`src/rtl/video_timing_gen_if.sv`:
```
// Pixel-side bundle of the raster timing generator: the two control
// inputs plus every registered timing/pattern output.
interface video_timing_gen_if #(
    parameter int X_W = 10,
    parameter int Y_W = 10
);
    logic           i_en;
    logic           i_pattern_en;
    logic           o_hsync;
    logic           o_vsync;
    logic           o_de;
    logic [X_W-1:0] o_x;
    logic [Y_W-1:0] o_y;
    logic           o_frame_start;
    logic [23:0]    o_rgb;

    // Controller side: drives enables, consumes the raster.
    modport master (
        output i_en, i_pattern_en,
        input  o_hsync, o_vsync, o_de, o_x, o_y, o_frame_start, o_rgb
    );

    // Generator side.
    modport slave (
        input  i_en, i_pattern_en,
        output o_hsync, o_vsync, o_de, o_x, o_y, o_frame_start, o_rgb
    );
endinterface

```
`src/rtl/video_timing_gen.sv`:
```
// Free-running raster timing generator, one pixel per clock. The counters
// describe the pixel being generated; every output is registered from the
// same counter state so sync, de, coordinates and colour stay aligned.
module video_timing_gen #(
    parameter int H_ACTIVE = 640,
    parameter int H_FP     = 16,
    parameter int H_SYNC   = 96,
    parameter int H_BP     = 48,
    parameter int V_ACTIVE = 480,
    parameter int V_FP     = 10,
    parameter int V_SYNC   = 2,
    parameter int V_BP     = 33,
    parameter int SYNC_POL = 0
) (
    input  logic               i_clk,
    input  logic               i_rst,
    video_timing_gen_if.slave  vif
);
    localparam int H_TOTAL = H_ACTIVE + H_FP + H_SYNC + H_BP;
    localparam int V_TOTAL = V_ACTIVE + V_FP + V_SYNC + V_BP;
    localparam int X_W     = $clog2(H_TOTAL);
    localparam int Y_W     = $clog2(V_TOTAL);
    localparam int BAR_W   = H_ACTIVE / 8;
    localparam int BP_W    = (BAR_W > 1) ? $clog2(BAR_W) : 1;
    localparam bit SYNC_ON = (SYNC_POL != 0);

    localparam int HS_BEG  = H_ACTIVE + H_FP;
    localparam int HS_END  = H_ACTIVE + H_FP + H_SYNC;
    localparam int VS_BEG  = V_ACTIVE + V_FP;
    localparam int VS_END  = V_ACTIVE + V_FP + V_SYNC;

    // Raster position and bar tracker for the pixel currently being generated
    logic [X_W-1:0]  h_cnt, h_nxt;
    logic [Y_W-1:0]  v_cnt, v_nxt;
    logic [BP_W-1:0] bar_px, bar_px_nxt;
    logic [2:0]      bar_idx, bar_idx_nxt;

    // Decoded attributes of the current pixel
    logic        h_last, v_last;
    logic        active, hs_on, vs_on, at_origin;
    logic [23:0] rgb_cur;

    // Output registers
    logic           hsync_q, vsync_q, de_q, fs_q;
    logic [X_W-1:0] x_q;
    logic [Y_W-1:0] y_q;
    logic [23:0]    rgb_q;

    function automatic logic [23:0] bar_color(input logic [2:0] idx);
        logic [23:0] c;
        case (idx)
            3'd0:    c = 24'hFFFFFF;  // white
            3'd1:    c = 24'hFFFF00;  // yellow
            3'd2:    c = 24'h00FFFF;  // cyan
            3'd3:    c = 24'h00FF00;  // green
            3'd4:    c = 24'hFF00FF;  // magenta
            3'd5:    c = 24'hFF0000;  // red
            3'd6:    c = 24'h0000FF;  // blue
            default: c = 24'h000000;  // black
        endcase
        return c;
    endfunction

    // Decode the current pixel and compute the next raster position
    always_comb begin
        h_last      = (int'(h_cnt) == H_TOTAL - 1);
        v_last      = (int'(v_cnt) == V_TOTAL - 1);
        active      = (int'(h_cnt) < H_ACTIVE) && (int'(v_cnt) < V_ACTIVE);
        hs_on       = (int'(h_cnt) >= HS_BEG) && (int'(h_cnt) < HS_END);
        vs_on       = (int'(v_cnt) >= VS_BEG) && (int'(v_cnt) < VS_END);
        at_origin   = (h_cnt == '0) && (v_cnt == '0);
        rgb_cur     = (active && vif.i_pattern_en) ? bar_color(bar_idx) : 24'h0;

        h_nxt       = h_cnt + X_W'(1);
        v_nxt       = v_cnt;
        bar_px_nxt  = bar_px + BP_W'(1);
        bar_idx_nxt = bar_idx;

        if (h_last) begin
            h_nxt       = '0;
            v_nxt       = v_last ? '0 : v_cnt + Y_W'(1);
            bar_px_nxt  = '0;
            bar_idx_nxt = '0;
        end else if (int'(bar_px) == BAR_W - 1) begin
            // Bar boundary: step the index instead of dividing h_cnt.
            // Past the active region the index may wrap; rgb is masked there.
            bar_px_nxt  = '0;
            bar_idx_nxt = bar_idx + 3'd1;
        end
    end

    // Raster counters advance only while enabled
    always_ff @(posedge i_clk or posedge i_rst) begin
        if (i_rst) begin
            h_cnt   <= '0;
            v_cnt   <= '0;
            bar_px  <= '0;
            bar_idx <= '0;
        end else if (vif.i_en) begin
            h_cnt   <= h_nxt;
            v_cnt   <= v_nxt;
            bar_px  <= bar_px_nxt;
            bar_idx <= bar_idx_nxt;
        end
    end

    // Register the current pixel's attributes; freeze on disable except the
    // frame-start pulse, which must not repeat while the raster is held
    always_ff @(posedge i_clk or posedge i_rst) begin
        if (i_rst) begin
            hsync_q <= ~SYNC_ON;
            vsync_q <= ~SYNC_ON;
            de_q    <= 1'b0;
            fs_q    <= 1'b0;
            x_q     <= '0;
            y_q     <= '0;
            rgb_q   <= 24'h0;
        end else if (vif.i_en) begin
            hsync_q <= hs_on ? SYNC_ON : ~SYNC_ON;
            vsync_q <= vs_on ? SYNC_ON : ~SYNC_ON;
            de_q    <= active;
            fs_q    <= at_origin;
            x_q     <= h_cnt;
            y_q     <= v_cnt;
            rgb_q   <= rgb_cur;
        end else begin
            fs_q    <= 1'b0;
        end
    end

    assign vif.o_hsync       = hsync_q;
    assign vif.o_vsync       = vsync_q;
    assign vif.o_de          = de_q;
    assign vif.o_frame_start = fs_q;
    assign vif.o_x           = x_q;
    assign vif.o_y           = y_q;
    assign vif.o_rgb         = rgb_q;
endmodule

```
`src/flat_wrapper.sv`:
```
// flat-port wrapper written by rule: the top's interface ports become plain ports
module video_timing_gen_flat 
#(
    parameter int H_ACTIVE = 640,
    parameter int H_FP     = 16,
    parameter int H_SYNC   = 96,
    parameter int H_BP     = 48,
    parameter int V_ACTIVE = 480,
    parameter int V_FP     = 10,
    parameter int V_SYNC   = 2,
    parameter int V_BP     = 33,
    parameter int SYNC_POL = 0
)
  (i_clk, i_rst, vif_i_en, vif_i_pattern_en, vif_o_hsync, vif_o_vsync, vif_o_de, vif_o_x, vif_o_y, vif_o_frame_start, vif_o_rgb);
  video_timing_gen_if #(.X_W(10), .Y_W(10)) vif_i ();
  input  logic i_clk;
  input  logic i_rst;
  input wire logic [$bits(vif_i.i_en)-1:0] vif_i_en;
  input wire logic [$bits(vif_i.i_pattern_en)-1:0] vif_i_pattern_en;
  output wire logic [$bits(vif_i.o_hsync)-1:0] vif_o_hsync;
  output wire logic [$bits(vif_i.o_vsync)-1:0] vif_o_vsync;
  output wire logic [$bits(vif_i.o_de)-1:0] vif_o_de;
  output wire logic [$bits(vif_i.o_x)-1:0] vif_o_x;
  output wire logic [$bits(vif_i.o_y)-1:0] vif_o_y;
  output wire logic [$bits(vif_i.o_frame_start)-1:0] vif_o_frame_start;
  output wire logic [$bits(vif_i.o_rgb)-1:0] vif_o_rgb;
  assign vif_i.i_en = vif_i_en;
  assign vif_i.i_pattern_en = vif_i_pattern_en;
  assign vif_o_hsync = vif_i.o_hsync;
  assign vif_o_vsync = vif_i.o_vsync;
  assign vif_o_de = vif_i.o_de;
  assign vif_o_x = vif_i.o_x;
  assign vif_o_y = vif_i.o_y;
  assign vif_o_frame_start = vif_i.o_frame_start;
  assign vif_o_rgb = vif_i.o_rgb;
  video_timing_gen #(.H_ACTIVE(H_ACTIVE), .H_FP(H_FP), .H_SYNC(H_SYNC), .H_BP(H_BP), .V_ACTIVE(V_ACTIVE), .V_FP(V_FP), .V_SYNC(V_SYNC), .V_BP(V_BP), .SYNC_POL(SYNC_POL)) u_core (.i_clk(i_clk), .i_rst(i_rst), .vif(vif_i));
endmodule
```
`config.mk`:
```
export PLATFORM = sky130hd
export DESIGN_NAME = video_timing_gen_flat
export DESIGN_NICKNAME = d
export VERILOG_FILES = /design/src/rtl/video_timing_gen_if.sv /design/src/rtl/video_timing_gen.sv /design/src/flat_wrapper.sv
export SDC_FILE = /design/constraint.sdc
export NUM_CORES = 1
export LEC_CHECK = 0
export BUFFER_PORTS_ARGS = -buffer_cell sky130_fd_sc_hd__buf_2
export CORE_MARGIN = 8
export CORE_UTILIZATION = 59
export DETAILED_ROUTE_END_ITERATION = 7
export PLACE_DENSITY_LB_ADDON = 0.25
export SYNTH_ARGS = -nofsm -noshare
export SYNTH_HDL_FRONTEND = slang
export SYNTH_SLANG_ARGS = --single-unit
```
`constraint.sdc`:
```
create_clock -name i_clk -period 4.1 [get_ports i_clk]
set_input_delay 0.205 -clock i_clk [delete_from_list [all_inputs] [get_ports i_clk]]
set_output_delay 0.205 -clock i_clk [all_outputs]
set_load 0.05 [all_outputs]
```
# Word-level counts from Yosys, hierarchy flattened
# Index checks and enable logic that the tools add are counted.
[totals]
register_bits = 78
latchBits = 0
ramBits = 0
romBits = 0
in_bits = 4
output_inout_bits = 48
word_cells = 52
memories = 0
[classes]
n_addsub = 4
multipliers = 0
div = 0
order_cmp = 6
eq_ne = 9
shifts = 0
muxes = 11
bitwise = 0
n_reduce_logical = 11
[ops]
columns = ["operator", "count"]
rows = [
  ["$pmux W24 S7", 1],
  ["$mux W24", 1],
  ["$add A10 B1 Y10 const B", 2],
  ["$logic_not A10 Y1", 2],
  ["$lt A10 B10 Y1 const B", 2],
  ["$lt A10 B9 Y1 const B", 2],
  ["$mux W10", 2],
  ["$mux W7", 2],
  ["$eq A10 B10 Y1 const B", 1],
  ["$eq A10 B9 Y1 const B", 1],
  ["$ge A10 B10 Y1 const B", 1],
  ["$ge A10 B9 Y1 const B", 1],
  ["$eq A3 B3 Y1 const B", 3],
  ["$add A7 B1 Y7 const B", 1],
  ["$eq A7 B7 Y1 const B", 1],
  ["$eq A3 B2 Y1 const B", 2],
  ["$mux W3", 2],
  ["$logic_and A1 B1 Y1", 5],
  ["$reduce_and A2 Y1", 2],
  ["$add A3 B1 Y3 const B", 1],
  ["$eq A3 B1 Y1 const B", 1],
  ["$logic_not A3 Y1", 1],
  ["$mux W1", 3],
  ["$reduce_bool A2 Y1", 1],
]

# Longest topological paths before layout
# Gate-level depths: netlist (run 1).
[logic_depth]
depth_word = 4
ltp_mapped = 6
depth_no_buf = 6

# Worst setup path before layout (run 1)
# OpenSTA, ideal clock, no wires.
[synth_path]
path_type = "register to register"
from = "register u_core.h_cnt[0]"
to = "register u_core.v_cnt[8]"
setup_ns = 0.069
arrival_time_ns = 1.506
setup_slack_ns = 2.525
path_stages_with_launch = 6
period_less_slack_ns = 1.575
path_cell_list = "dfrtp_1 -> ha_1 -> nand4_2 -> nand3b_4 -> or4_1 -> nand3_1"
[synth_between]
elab_chain_len = 2
[synth_lines]
columns = ["element", "line_no", "rtl"]
rows = [
  ["start: declaration", "video_timing_gen.sv:33", "logic [X_W-1:0] h_cnt, h_nxt;"],
  ["start signal: assignment", "video_timing_gen.sv:100", "h_cnt <= h_nxt;"],
  ["$eq A10 B9 Y1", "video_timing_gen.sv:66", "h_last = (int'(h_cnt) == H_TOTAL - 1);"],
  ["$reduce_and A2 Y1 (no line)", "-", ""],
  ["end signal: assignment", "video_timing_gen.sv:101", "v_cnt <= v_nxt;"],
  ["end: declaration", "video_timing_gen.sv:34", "logic [Y_W-1:0] v_cnt, v_nxt;"],
]
# Every way passes these cells.
# A chain may end at the register's enable or synchronous reset.

# Worst setup path in the final report (run 1)
# Ends and elaborated chain as after synthesis.

==> results of run 1 <==
-- kinds of logic after synthesis --
family,after synthesis
XOR/XNOR,13
flip-flops,57
AND/OR/NAND/NOR,82
multiplexers,25
AO/OA/AOI/OAI,28
adder cells (fa/ha/maj),10
buffers and inverters,42
-- state kept, by name, indices dropped and copies added, names as in the netlist, 3 cells and up --
register	flops
u_core.vif.o_rgb	3
u_core.v_cnt	10
u_core.vif.o_x	10
u_core.bar_idx	3
u_core.h_cnt	10
u_core.vif.o_y	10
u_core.bar_px	7
-- area by class of cell --
type	instances	area, µm²
Tap cell	54	67.6
Timing Repair Buffer	52	263
Clock buffer	13	159
Inverter	13	48.8
Clock inverter	3	15.0
Sequential cell	57	1430
Fill cell	352	1560
Multi-Input combinational cell	158	1150
-- worst max path at each step --
| stage | depth (start not counted) | to | slack (ns) |
|---|---|---|---|
| after detailed placement | 5 | u_core.v_cnt[8] | 1.93 |
| after CTS | 5 | u_core.v_cnt[8] | 2.22 |
| after floorplan | 1 | u_core.bar_idx[0] | 2.50 |
| after global routing | 5 | u_core.v_cnt[8] | 2.10 |
| after global placement | 5 | u_core.v_cnt[8] | 2.00 |
| final | 5 | u_core.v_cnt[8] | 2.21 |
-- through the flow --
stage                     util [%]  power, µW  worst slack, ns  hold slack [ns]  instance area [µm²]
after floorplan                  -       1070             2.50            0.386                 2840
after global placement        63.0       1130             2.00            0.437                 2950
after detailed placement      63.0       1140             1.93            0.439                 2950
after CTS                     66.7       1600             2.22           0.0817                 3130
after global routing          66.7       1670             2.10            0.121                 3130
final                         66.7       1590             2.21           0.0572                 3130
-- metal layers --
| layer | GRT usage [%] | up-vias | share of wire (%) |
|---|---|---|---|
| li1 | - | 956 | - |
| met1 | 18.0 | 939 | 46 |
| met2 | 24.8 | 59 | 45 |
| met3 | 6.08 | 8 | 6.9 |
| met4 | 8.92 | 0 | 1.9 |
| met5 | 0 | - | 0 |
-- power by group --
part / leakage, µW / total, µW / switching [µW] / internal, µW
Combinational: 0.000760 / 366 / 231 / 135
Clock: 0.0000932 / 458 / 209 / 249
Sequential: 0.000699 / 762 / 103 / 660
Total: 0.00155 / 1590 / 542 / 1040
-- critical path, cell delays in order, from the launching register on --
cell and delay, ns:
sky130_fd_sc_hd__dfrtp_1 0.43, sky130_fd_sc_hd__ha_1 0.24, sky130_fd_sc_hd__nand4_2 0.19, sky130_fd_sc_hd__nand3b_4 0.32
sky130_fd_sc_hd__or4_1 0.54, sky130_fd_sc_hd__nand3_1 0.09
-- cell usage in the layout (no fill, tap or decap), types with 2 or more instances in the layout --
cell type,instances
sky130_fd_sc_hd__nor2_1,20
sky130_fd_sc_hd__dfrtp_1,55
sky130_fd_sc_hd__mux2_2,22
sky130_fd_sc_hd__nand2_1,18
sky130_fd_sc_hd__o21ai_0,12
sky130_fd_sc_hd__buf_2,51
sky130_fd_sc_hd__ha_1,10
sky130_fd_sc_hd__dfstp_2,2
sky130_fd_sc_hd__clkbuf_8,11
sky130_fd_sc_hd__clkinv_2,3
sky130_fd_sc_hd__nand4_1,9
sky130_fd_sc_hd__xnor2_1,5
sky130_fd_sc_hd__nand3_1,11
sky130_fd_sc_hd__a21oi_1,3
sky130_fd_sc_hd__and4_1,2
sky130_fd_sc_hd__o31ai_1,3
sky130_fd_sc_hd__and3_1,3
sky130_fd_sc_hd__o2bb2ai_1,2
sky130_fd_sc_hd__xor2_1,8
sky130_fd_sc_hd__nor3_1,4
sky130_fd_sc_hd__clkbuf_1,2
sky130_fd_sc_hd__o22ai_1,2
sky130_fd_sc_hd__and4_2,2
sky130_fd_sc_hd__mux2i_1,3
sky130_fd_sc_hd__and2_1,2
sky130_fd_sc_hd__inv_1,12
sky130_fd_sc_hd__or4_1,2
==> metrics.json, run 1 <==
{
  "fmaxAchievable_mhz": 530,
  "crit_type": "flop to flop",
  "critical_path.startpoint": "u_core.h_cnt[0]",
  "critical_path.endpoint_type": "flop",
  "critical_path_required_ns": 4.37,
  "clk_pin_slew_worst_paths_ns": 0.06,
  "die_span_in_y_um": 85.4,
  "yosys_warning_count": 0,
  "r2r_end": "u_core.v_cnt[8]",
  "grt_antenna_before_repair": 0,
  "grt.total_usage_pct": 15.8,
  "dp.final_hpwl_um": 3610,
  "maximum_number_of_pins_on_one_net_before_global_route_repair": 58,
  "startpoint_type": "flop",
  "firstDrtPassIters": 4,
  "cts_hold_buf": 0,
  "nNetsFinal": 305,
  "tritoncts": "yes",
  "synth_seq_area_share_pct": 50.3,
  "vias": 1962,
  "p_leak_uw": 0.00155,
  "synth_enable_flop_cells": 0,
  "post_synth.cell_area_avg_um2": 11.1,
  "fp.dieW_um": 85.4,
  "drt.antenna.violating_nets": 0,
  "critPathMaxFanout": 12,
  "place_inst": 334,
  "top_level_ports": 52,
  "post_cts.repair.setup_buffers": 0,
  "detailed_route_iter0_violations": 81,
  "cts-root-buf": "sky130_fd_sc_hd__clkbuf_8",
  "r2r_slack_ns": 2.21,
  "synth_xor_area_share_pct": 4.01,
  "synth_fp_nets": 271,
  "slew_violations": 0,
  "core-area_um2": 4690,
  "slew_headroom_pct": 47.0,
  "critPathArrivalTime_ns": 2.15,
  "hold_class": "primary input to asynchronous set/reset pin",
  "synth_simple_gate_area_share_pct": 15.9,
  "tightest_slew_ns": 0.795,
  "min_period_over_period_pct": 46.0,
  "wl_per_cell_um": 15.1,
  "grt_setup_unrepaired": "no",
  "synth_cell_type_count": 43,
  "yosys_most_used_dff": "sky130_fd_sc_hd__dfrtp_1",
  "cell_rows": 25,
  "post_route_cells_drive_above_1_share_pct": 33.8,
  "grt-ovfl-total": 0,
  "grt_pass1_wl_um": 9090,
  "ctsHtreeMaxLevel": 3,
  "finalSetupTns_ns": 0,
  "report.final.setup_viol": 0,
  "synth_cells": 257,
  "synth.mux.area_fraction_pct": 9.77,
  "clock_latency_on_the_worst_skew_pair_ns": 0.33,
  "clock_sinks": 57,
  "synth_fa_ha_area_share_pct": 4.40,
  "yosys.cell_count.top_type": "sky130_fd_sc_hd__dfrtp_1",
  "portBuffers": 51,
  "fin_crit_ns": 1.89,
  "timing.max_cap.violations": 0,
  "main_combinational_cell_family_by_area_after_synthesis": "simple AND/OR/NAND/NOR gates",
  "p_per_area_nw_per_um2": 507,
  "hold_viol": 0,
  "synth_top_area_share_pct": 48.4,
  "synth_top_area_cell": "sky130_fd_sc_hd__dfrtp_1",
  "synth-compound-area-share_pct": 6.25,
  "detail_route.wirelength_um": 5300,
  "antenna_cells_inserted": 0,
  "floorplan.initialDensity_pct": 60.6,
  "run_status": "finished, final reports clean",
  "cts-resized-gates": 0,
  "synth_seq_cells": 57,
  "ys_async_sr_fraction_pct": 100,
  "fp.dieArea_um2": 7300,
  "cts_made_buffers": 9,
  "final-instance-count-excl-fill": 350,
  "cts.path.max_buffers": 2,
  "ff2ff_path_depth": 5,
  "vias_per_cell": 5.61,
  "final.setup_skew_ns": 0.00747,
  "netlist_area_um2": 2840,
  "post-route-drc-count": 0,
  "post_synth_most_frequent_cells": "sky130_fd_sc_hd__dfrtp_1, sky130_fd_sc_hd__buf_4, sky130_fd_sc_hd__mux2_2, sky130_fd_sc_hd__nor2_1, sky130_fd_sc_hd__nand2_1",
  "finalWeightedCongestion": 0.870,
  "timing.rr.start": "u_core.h_cnt[0]",
  "synth_area_leaders": "sky130_fd_sc_hd__dfrtp_1, sky130_fd_sc_hd__mux2_2, sky130_fd_sc_hd__buf_4",
  "synthToLayoutAreaGrowth_pct": 10.0,
  "worst_ir_drop_vdd_mv": 0.453,
  "first_global_vias": 1969
}
Power figures use the tool's default switching activity.
==> run 2: changes to the inputs <==
Settings changed: ABC_AREA set to 1, CORE_UTILIZATION 59 to 56.
Clock period 4.1 ns to 1.97 ns, I/O delays scaled along.
==> run 2 against run 1 <==
  * Sequential share of layout area is 2.7 points lower
  * Maximum frequency grew 21%
  * Highest routed layer unchanged
  * Die area up 7.0%
==> metrics.json, run 2 <==
{
  "fin_crit": {"value": 1.56, "unit": "ns", "change": "-0.326 ns"},
  "final_util": {"value": 65.5, "unit": "%", "change": "-1.1 points"},
  "yosys_most_used_dff": "sky130_fd_sc_hd__dfrtp_1",
  "crit_type": "flop to flop",
  "netSwitchingFraction": {"value": 41.4, "unit": "%", "change": "+7.2 points"},
  "synth_fp_nets": {"value": 354, "change": "+31%"},
  "run_status": "finished, final reports clean",
  "clock_latency_on_the_worst_skew_pair": {"value": 0.34, "unit": "ns", "change": "about the same"},
  "nNetsFinal": {"value": 393, "change": "+29%"},
  "critPathTopFamily": "simple AND/OR/NAND/NOR gates",
  "p_per_area": {"value": 1250, "unit": "nW/µm²", "change": "+150%"},
  "post_synth_most_frequent_cells": "sky130_fd_sc_hd__nand2_1, sky130_fd_sc_hd__dfrtp_1, sky130_fd_sc_hd__nor2_1, sky130_fd_sc_hd__inv_1, sky130_fd_sc_hd__o21ai_0",
  "fp.dieW": {"value": 88.4, "unit": "µm", "change": "+3.5%"},
  "finalWeightedCongestion": {"value": 0.877, "change": "+0.86%"},
  "netlist_area": {"value": 2930, "unit": "µm²", "change": "+3.2%"},
  "clk_pin_slew_worst_paths": {"value": 0.07, "unit": "ns", "change": "about the same"},
  "final.setup_skew": {"value": 0.00991, "unit": "ns", "change": "+0.00244 ns"},
  "vias": {"value": 2294, "change": "+17%"},
  "fp.dieArea": {"value": 7810, "unit": "µm²", "change": "+7.0%"},
  "synth_cell_type_count": {"value": 33, "change": "-23%"},
  "slowest_stage": "sky130_fd_sc_hd__dfrtp_1",
  "clock_sinks": {"value": 57, "change": "unchanged"},
  "hold_class": "primary input to flop",
  "synth_seq_cells": {"value": 57, "change": "unchanged"},
  "r2r_end": "u_core.bar_idx[1]",
  "grt.total_usage": {"value": 17.5, "unit": "%", "change": "+1.7 points"},
  "critical_path.startpoint": "u_core.h_cnt[0]",
  "cell_rows": {"value": 26, "change": "+4.0%"},
  "wl_per_cell": {"value": 13.7, "unit": "µm", "change": "-9.3%"},
  "ff2ff_path_depth": {"value": 8, "change": "+3"},
  "critPathMaxFanout": {"value": 4, "change": "-8"},
  "cts.path.max_buffers": {"value": 2, "change": "unchanged"},
  "tightest_slew": {"value": 0.574, "unit": "ns", "change": "-0.221 ns"},
  "timing.rr.start": "u_core.h_cnt[0]",
  "p_int": {"value": 2440, "unit": "µW", "change": "+130%"},
  "finalSetupTns": {"value": 0, "unit": "ns", "change": "unchanged"},
  "worst-path-buf-inv": {"value": 0, "change": "unchanged"},
  "worst_setup_path_endpoint": "u_core.bar_idx[1]",
  "synth_area_leaders": "sky130_fd_sc_hd__dfrtp_1, sky130_fd_sc_hd__nand2_1, sky130_fd_sc_hd__buf_4",
  "yosys_warning_count": {"value": 0, "change": "unchanged"},
  "cts_made_buffers": {"value": 9, "change": "unchanged"},
  "detail_route.wirelength": {"value": 6240, "unit": "µm", "change": "+18%"},
  "post_route_cells_drive_above_1_share": {"value": 22.4, "unit": "%", "change": "-11 points"},
  "synth_enable_flop_cells": {"value": 0, "change": "unchanged"},
  "cts-root-buf": "sky130_fd_sc_hd__clkbuf_8",
  "core-area": {"value": 5070, "unit": "µm²", "change": "+8.2%"},
  "timing.max_cap.violations": {"value": 0, "change": "unchanged"},
  "fmaxAchievable": {"value": 641, "unit": "MHz", "change": "+21%"},
  "p_leak": {"value": 0.00175, "unit": "µW", "change": "+13%"},
  "synth_cells": {"value": 340, "change": "+32%"},
  "post_cts.repair.setup_buffers": {"value": 0, "change": "unchanged"},
  "path_common_cell": "sky130_fd_sc_hd__nand2_1",
  "share_comb_of_total_power": {"value": 34.3, "unit": "%", "change": "+11 points"},
  "tritoncts": "yes",
  "synthToLayoutAreaGrowth_pct": 13.4,
  "synth_top_area_share": {"value": 46.9, "unit": "%", "change": "-1.5 points"},
  "drt.antenna.violating_nets": {"value": 0, "change": "unchanged"},
  "mostFrequentLayoutCells": "sky130_fd_sc_hd__nand2_1, sky130_fd_sc_hd__dfrtp_1, sky130_fd_sc_hd__buf_2, sky130_fd_sc_hd__nor2_1, sky130_fd_sc_hd__inv_1",
  "ys_async_sr_fraction": {"value": 100, "unit": "%", "change": "unchanged"},
  "grt_antenna_before_repair": {"value": 0, "change": "unchanged"},
  "power.share.clock": {"value": 26.0, "unit": "%", "change": "-2.9 points"},
  "portBuffers": {"value": 51, "change": "unchanged"},
  "grt-ovfl-total": {"value": 0, "change": "unchanged"},
  "report.final.setup_viol": {"value": 0, "change": "unchanged"},
  "critical_path_required": {"value": 2.22, "unit": "ns", "change": "-2.15 ns"},
  "synth_seq_area_share": {"value": 48.7, "unit": "%", "change": "-1.5 points"},
  "multi_input_combinational_cell_area": {"value": 1160, "unit": "µm²", "change": "+1.2%"},
  "mostFrequentLayoutCell": "sky130_fd_sc_hd__nand2_1",
  "grt_setup_unrepaired": "no",
  "timing.critical_path.cells": "ha_1, nand3_1, nor2_4, nand2_4, nand2_1, nor2_1, nand2_1, o21ai_2",
  "critical_path.endpoint_type": "flop",
  "floorplan.initialDensity": {"value": 57.8, "unit": "%", "change": "-2.8 points"},
  "worst_path_largest_cell_delay": {"value": 0.42, "unit": "ns", "change": "-0.12 ns"},
  "yosys.cell_count.top_type": "sky130_fd_sc_hd__nand2_1",
  "dp.final_hpwl": {"value": 4610, "unit": "µm", "change": "+27%"},
  "synth_top_area_cell": "sky130_fd_sc_hd__dfrtp_1",
  "die_span_in_y": {"value": 88.4, "unit": "µm", "change": "+3.5%"},
  "hold_viol": {"value": 0, "change": "unchanged"},
  "worst_ir_drop_vdd": {"value": 0.650, "unit": "mV", "change": "+43%"},
  "slew_headroom": {"value": 61.7, "unit": "%", "change": "+15 points"},
  "nFillCells": {"value": 446, "change": "+27%"},
  "top_level_ports": {"value": 52, "change": "unchanged"},
  "r2r_slack": {"value": 0.41, "unit": "ns", "change": "-1.80 ns"},
  "maximum_number_of_pins_on_one_net_before_global_route_repair": {"value": 34, "change": "-41%"},
  "seqCellArea": {"value": 1430, "unit": "µm²", "change": "unchanged"},
  "total_switching_power": {"value": 1720, "unit": "µW", "change": "+220%"},
  "vias_per_cell": {"value": 5.05, "change": "-9.9%"},
  "startpoint_type": "flop",
  "post-route-drc-count": {"value": 0, "change": "unchanged"},
  "critPathArrivalTime": {"value": 1.81, "unit": "ns", "change": "-0.34 ns"},
  "detailed_route_iter0_violations": {"value": 125, "change": "+54%"},
  "grt_pass1_wl": {"value": 10500, "unit": "µm", "change": "+15%"},
  "post_synth.cell_area_avg": {"value": 8.63, "unit": "µm²", "change": "-22%"},
  "min_period_over_period": {"value": 79.2, "unit": "%", "change": "+33 points"},
  "firstDrtPassIters": {"value": 4, "change": "unchanged"},
  "seq_power_share": {"value": 39.6, "unit": "%", "change": "-8.5 points"},
  "antenna_cells_inserted": {"value": 0, "change": "unchanged"},
  "ctsHtreeMaxLevel": {"value": 3, "change": "unchanged"},
  "slew_violations": {"value": 0, "change": "unchanged"},
  "first_global_vias": {"value": 2255, "change": "+15%"},
  "total_power": {"value": 4160, "unit": "µW", "change": "+160%"},
  "cp_num_cells": {"value": 8, "change": "+3"}
}
==> run 2: cell count changes in the layout (fill, tap and decap cells not counted), moves of 5 or more <==
cell,previous run,this run
sky130_fd_sc_hd__nand2_1,18,70
sky130_fd_sc_hd__inv_1,12,37
sky130_fd_sc_hd__mux2_2,22,0
sky130_fd_sc_hd__nor2_1,20,41
sky130_fd_sc_hd__o21ai_0,12,26
sky130_fd_sc_hd__nand3_1,11,21
sky130_fd_sc_hd__nand4_1,9,4
==> run 2: area by class of cell <==
cell class	count	area share (%)
Clock inverter	3	1.20
Sequential cell	57	43.0
Clock buffer	13	4.78
Tap cell	70	2.63
Inverter	40	4.51
Multi-Input combinational cell	216	34.9
Timing Repair Buffer	55	9.03
==> run 2: how the worst min path moves through the flow <==
stage | start | to | cells after the start
2_1_floorplan | vif_i_en | u_core.vif.o_x[4] | 2
3_3_place_gp | i_rst | u_core.bar_idx[0] | 2
3_5_place_dp | i_rst | u_core.bar_idx[2] | 2
4_1_cts | vif_i_pattern_en | u_core.vif.o_rgb[7] | 3
5_1_grt | vif_i_pattern_en | u_core.vif.o_rgb[7] | 3
6_report | vif_i_pattern_en | u_core.vif.o_rgb[7] | 3
==> run 2: logic make-up (layout without fill, tap and decap cells) <==
logic type      after synthesis  count (layout)  share of synthesized area, %
fa+ha+maj                    10              10                          4.27
flops                        57              57                          48.7
simple gates                152             152                          23.0
xor+xnor                     15              15                          4.48
buf+inv                      67             111                          11.7
compound gates               39              39                          7.81
==> run 2: worst register-to-register path, stage by stage, from the launching register on <==
cell and delay (ns):
sky130_fd_sc_hd__dfrtp_1 0.42, sky130_fd_sc_hd__ha_1 0.24, sky130_fd_sc_hd__nand3_1 0.16, sky130_fd_sc_hd__nor2_4 0.06, sky130_fd_sc_hd__nand2_4 0.09, sky130_fd_sc_hd__nand2_1 0.08
sky130_fd_sc_hd__nor2_1 0.22, sky130_fd_sc_hd__nand2_1 0.13, sky130_fd_sc_hd__o21ai_2 0.09
==> run 2: metal layers <==
| metal | vias to the layer above | share of wire [%] | GRT usage (%) |
|---|---|---|---|
| li1 | 1128 | - | - |
| met1 | 1075 | 44 | 21.9 |
| met2 | 83 | 45 | 27.7 |
| met3 | 8 | 10 | 5.39 |
| met4 | 0 | 1.5 | 6.91 |
| met5 | - | 0 | 0 |
==> run 2: timing repair <==
action,CTS,global route
setup endpoints to repair,0,0
hold endpoints to repair,23,0
resized for setup,0,0
hold buffers,1,0
==> run 2: power by group through the flow <==
stage | Sequential [µW] | Clock, µW | Combinational, µW
6_report | 1650 | 1080 | 1430
5_1_grt | 1690 | 1150 | 1560
2_1_floorplan | 1980 | 0 | 838
3_3_place_gp | 1650 | 0 | 1400
4_1_cts | 1640 | 1110 | 1440
3_5_place_dp | 1660 | 0 | 1430
==> run 2: through the flow <==
stage	instances	hold slack (ns)	cell area [µm²]	setup WS [ns]
2_1_floorplan	340	0.229	2930	0.475
3_3_place_gp	437	0.174	3120	0.565
3_5_place_dp	437	0.196	3120	0.451
4_1_cts	454	0.0447	3330	0.427
5_1_grt	454	0.0986	3330	0.328
6_report	454	0.0533	3330	0.410
